## config.mk

```make
export PLATFORM = sky130hd
export DESIGN_NAME = fetch_ctrl
export DESIGN_NICKNAME = d
export VERILOG_FILES = /design/src/rtl/fetch_ctrl.sv
export SDC_FILE = /design/constraint.sdc
export NUM_CORES = 1
export LEC_CHECK = 0
export BUFFER_PORTS_ARGS = -buffer_cell sky130_fd_sc_hd__buf_2
export CAP_MARGIN = 40
export CORE_MARGIN = 2
export CORE_UTILIZATION = 49
export CTS_CLUSTER_SIZE = 40
export DETAILED_ROUTE_END_ITERATION = 8
export PLACE_DENSITY_LB_ADDON = 0.05
export SLEW_MARGIN = 20
export SYNTH_ARGS = -nofsm -noshare
export SYNTH_HDL_FRONTEND = slang
export SYNTH_SLANG_ARGS = --single-unit
```

## constraint.sdc

```tcl
create_clock -name clk -period 2.1 [get_ports clk]
set_clock_uncertainty 0.05 [all_clocks]
set_input_delay 0.315 -clock clk [delete_from_list [all_inputs] [get_ports clk]]
set_output_delay 0.315 -clock clk [all_outputs]
set_load 0.02 [all_outputs]
```

## src/rtl/fetch_ctrl.sv

```systemverilog
// fetch_ctrl: single-outstanding-request instruction fetch controller.
// Issues one instruction-memory read at a time, holds the returned word
// for decode until it is consumed, and handles flush/redirect requests,
// including redirects that arrive while a read is still in flight.
//
// Ports:
//   clk          in   system clock, rising-edge
//   reset        in   asynchronous active-low reset
//   stall        in   decode cannot accept the held instruction this cycle
//   npc          in   next-PC for the held instruction
//   redirect     in   flush request (priority over stall and ack)
//   redirect_pc  in   redirect target address
//   imem_req     out  instruction-memory read request
//   imem_addr    out  instruction-memory read address
//   imem_ack     in   read data valid this cycle
//   imem_rdata   in   read data
//   pc           out  address of the instruction on instr
//   instr        out  held instruction word
//   instr_valid  out  instr/pc valid for decode
//   stall_cnt    out  saturating count of stalled valid cycles
//
// state   | meaning
// --------+-----------------------------------------------------------
// S_FETCH | read request outstanding at pc_q
// S_VALID | instruction held for decode
// S_DROP  | read outstanding whose data is discarded; tgt_q is the
//         | address to fetch once it completes
module fetch_ctrl #(
  parameter logic [31:0] RESET_PC = 32'h0000_3000
) (
  input  logic        clk,
  input  logic        reset,
  input  logic        stall,
  input  logic [31:0] npc,
  input  logic        redirect,
  input  logic [31:0] redirect_pc,
  output logic        imem_req,
  output logic [31:0] imem_addr,
  input  logic        imem_ack,
  input  logic [31:0] imem_rdata,
  output logic [31:0] pc,
  output logic [31:0] instr,
  output logic        instr_valid,
  output logic [15:0] stall_cnt
);

  typedef enum logic [1:0] {
    S_FETCH = 2'd0,
    S_VALID = 2'd1,
    S_DROP  = 2'd2
  } state_t;

  state_t      state_q, state_d;
  logic [31:0] pc_q, pc_d;
  logic [31:0] tgt_q, tgt_d;
  logic [31:0] instr_q, instr_d;
  logic [15:0] cnt_q, cnt_d;

  always_ff @(posedge clk or negedge reset) begin
    if (!reset) begin
      state_q <= S_FETCH;
      pc_q    <= RESET_PC;
      tgt_q   <= 32'h0;
      instr_q <= 32'h0;
      cnt_q   <= 16'h0;
    end else begin
      state_q <= state_d;
      pc_q    <= pc_d;
      tgt_q   <= tgt_d;
      instr_q <= instr_d;
      cnt_q   <= cnt_d;
    end
  end

  always_comb begin
    state_d = state_q;
    pc_d    = pc_q;
    tgt_d   = tgt_q;
    instr_d = instr_q;
    cnt_d   = cnt_q;
    case (state_q)
      S_FETCH: begin
        if (redirect) begin
          if (imem_ack) begin
            // Read already completed: drop it and refetch at the target now.
            pc_d = redirect_pc;
          end else begin
            tgt_d   = redirect_pc;
            state_d = S_DROP;
          end
        end else if (imem_ack) begin
          instr_d = imem_rdata;
          state_d = S_VALID;
        end
      end
      S_VALID: begin
        if (redirect) begin
          pc_d    = redirect_pc;
          state_d = S_FETCH;
        end else if (!stall) begin
          pc_d    = npc;
          state_d = S_FETCH;
        end else if (cnt_q != 16'hFFFF) begin
          cnt_d = cnt_q + 16'd1;
        end
      end
      S_DROP: begin
        if (redirect) begin
          tgt_d = redirect_pc;
          if (imem_ack) begin
            pc_d    = redirect_pc;
            state_d = S_FETCH;
          end
        end else if (imem_ack) begin
          pc_d    = tgt_q;
          state_d = S_FETCH;
        end
      end
      default: state_d = S_FETCH;
    endcase
  end

  // Request is gated by reset so it drops the instant reset asserts and
  // rises as soon as reset releases (state is already S_FETCH).
  assign imem_req    = reset && (state_q == S_FETCH);
  assign imem_addr   = pc_q;
  assign pc          = pc_q;
  assign instr       = instr_q;
  assign instr_valid = (state_q == S_VALID);
  assign stall_cnt   = cnt_q;

endmodule

```

==> metrics.md <==
| Metric | Value |
|---|---|
| Power density cells | 1510 mW/mm2 |
| Drt first pass iters | 4 |
| CP Buf/Inv Count | 3 |
| Synth cell types | 41 |
| Total number of vias | 4,570 |
| Clock slew at reported path FFs | 50 ps |
| CTS tree | yes |
| Max-Cap Viols | 0 |
| Tot Pwr | between 10 and 15 mW |
| FF+latch area | about 0.0029 mm2 |
| Area of the multi-input gates | 0.00215 mm2 |
| Iter 0 DRT Violations | 233 |
| CP endpoint kind | primary output |
| DR vias/cell | 5.14 |
| Core Area | between 0.01 and 0.015 mm2 |
| Gr usage total | 0.245 |
| Status | finished, final reports clean |
| Peak supply drop | 0.804 mV |
| Worst-Skew Late Latency | 500 ps |
| Syn nets | 589 |
| Io pins | around 220 |
| Crit-path slowest cell | dfrtp_2 |
| CP max FO | 6 |
| CTS Buf Count | 17 |
| Post-synth top area cell | dfrtp_1 |
| Final Cell Area | 0.00765 mm2 |
| Die area | about 0.012 mm2 |
| Period utilization | 0.951 |
| Mapped Cells | 483 |
| Clk sinks | 114 |
| Share of the synthesized area in the top cell type | 0.523 |
| Synthesized area | 0.00536 mm2 |
| Vias in the first global route | 4,584 |
| CP Cell Sequence | inv_1 > ha_1 > buf_4 > buf_2 |
| Fmax achieved | 0.501 GHz |
| LEAKAGE | 3.79 nW |
| Final antenna diode count | 0 |
| Worst Setup Start Kind | flip-flop |
| Filler cells | 832 |
| Worst EP arrival | roughly 1600 ps |
| Fraction of registers with async set/reset | 1.00 |
| First-pass GRT wire length | 22.2 mm |
| Synth Area per Inst | 11.1 um2 |
| Post-synth top cells | dfrtp_1, mux2_2, nand2_1 |
| Clock root cell | clkbuf_8 |
| Htree depth | 4 |
| ANT nets after route | 0 |
| Worst Hold Class | primary input to flip-flop |
| EDFF count, synth | 0 |
| Largest net degree at the start of global routing | roughly 120 |
| Min Tclk post-route | 2000 ps |
| Clk buf depth | 2 |
| Placed cell area | ~0.0064 mm2 |
| Routability cong. | roughly 0.86 |
| Starting density of the core | 0.498 |
| DP HPWL | 9.37 mm |
| # setup viols final | 0 |
| Worst-margin pin slew | 594 ps |
| Fin nets | about 840 |
| WL/cell | 15.9 um |
| Setup Crit Path Kind | flip-flop to primary output |
| Max_slew headroom | 0.604 |
| PortBufs | 214 |
| Synth-to-layout area growth | 42.9% |
| RSZ-0062 raised after global routing | yes |
| Drt total wl | 14.1 mm |
| Layout cells sized above 1 | 0.447 |
| Drt drc | 0 |
| Final Max Slew Viols | 0 |
| Antenna violations before repair | 0 |
| Delay-heaviest family, CP | buffers and inverters |
| Synth warn | 0 |
| Register area share after synthesis | 0.533 |
| Worst EP required | roughly 1700 ps |
| Die height | 109 um |
| Yosys reg bits | 114 |
| Crit-path max cell delay | between 400 and 500 ps |
| Total negative slack | 0 ps |
| Main flop type after synthesis | dfrtp_1 |
| Die span in x | 109 um |
| Fin. Hold Viols | 0 |
| Remaining global-route overflow | 0 |
| Most frequent cell after synthesis | dfrtp_1 |
| # rows | 38 |
| Hold Worst Slack | 156 ps |
| Area contributors post-synth | dfrtp_1, mux2_2, a22oi_1 |
==> repair_timing <==
action / 4_1_cts / 5_1_grt
endpoints found under the setup margin: 0 / 29
resized for setup: 0 / 3
hold buffers: 65 / 0
buffers inserted: 0 / 0
hold endpoints to repair: 176 / 0
==> cells by family (layout without fill, tap and decap cells) <==
| group | Yosys count | in the layout | synth area share |
|---|---|---|---|
| flops | 114 | 114 | 0.533 |
| buf+inv | 65 | 331 | 0.0708 |
| mux | 66 | 66 | 0.139 |
| compound gates | 110 | 110 | 0.123 |
| simple gates | 108 | 108 | 0.0979 |
| xor+xnor | 15 | 15 | 0.0245 |
| fa+ha+maj | 5 | 5 | 0.0117 |
==> power by group <==
| part | internal, mW | leakage [nW] | switching, mW |
|---|---|---|---|
| clock network | 1.68 | 0.280 | 0.914 |
| registers | 3.17 | 1.40 | 0.592 |
| logic | 2.16 | 2.11 | 3.06 |
==> sequential cells by signal, summed over array words and instances (netlist names) <==
signal / count
instr: 32
imem_addr: 32
tgt_q: 32
stall_cnt: 16
state_q: 2
==> tightest hold or removal path: stages <==
cell     delay [ps]
buf_2            80
a22oi_1          50
nor2_1           80
a21oi_1          40
o21ai_1         100
==> placed cells by master (no fill, tap or decap), drive strengths merged, types with 6 or more instances in the layout <==
cell type and n:
a21oi 35, a22oi 32, buf 229, clkbuf 27, dfrtp 112, dlygate4sd3 65, inv 6, mux2 65
nand2 41, nand4 7, nor2 38, nor3 6, o21ai 36, xor2 13
==> through the flow <==
step | instances | util | setup slack [ps]
2_1_floorplan | 483 | - | 219
3_3_place_gp | 793 | 0.600 | 177
3_5_place_dp | 793 | 0.600 | 64.1
4_1_cts | 889 | 0.712 | 28.4
5_1_grt | 889 | 0.712 | -8.18
6_report | 889 | 0.712 | 102
==> worst paths after layout <==
| check | slack, ps | depth (start not counted) | to | from |
|---|---|---|---|---|
| worst max-delay path | 100 | 4 | instr_valid | state_q[1] |
| worst min-delay path | 160 | 5 | imem_addr[0] | npc[0] |
| worst max register to register | 130 | 7 | imem_addr[29] | state_q[0] |
| worst min register to register | 430 | 2 | imem_addr[12] | imem_addr[12] |
| max in group asynchronous | 1130 | 3 | state_q[1] | reset |
| min in group asynchronous | 430 | 3 | stall_cnt[14] | reset |
==> layout make-up <==
class / instances / share of cell area
clock inverter: 4 / 0.00262
sequential: 114 / 0.373
timing repair buffer: 294 / 0.248
multi-input combinational: 304 / 0.281
clock buffer: 27 / 0.0695
tap: 140 / 0.0229
inverter: 6 / 0.00294
==> metal layers <==
layer,routed length [um],global-route usage,up-vias
met5,0,0,-
met1,5970,0.306,2219
li1,-,-,2177
met2,7290,0.416,165
met3,787,0.0591,9
met4,94,0.0833,0
(Power assumes the default switching activity.)
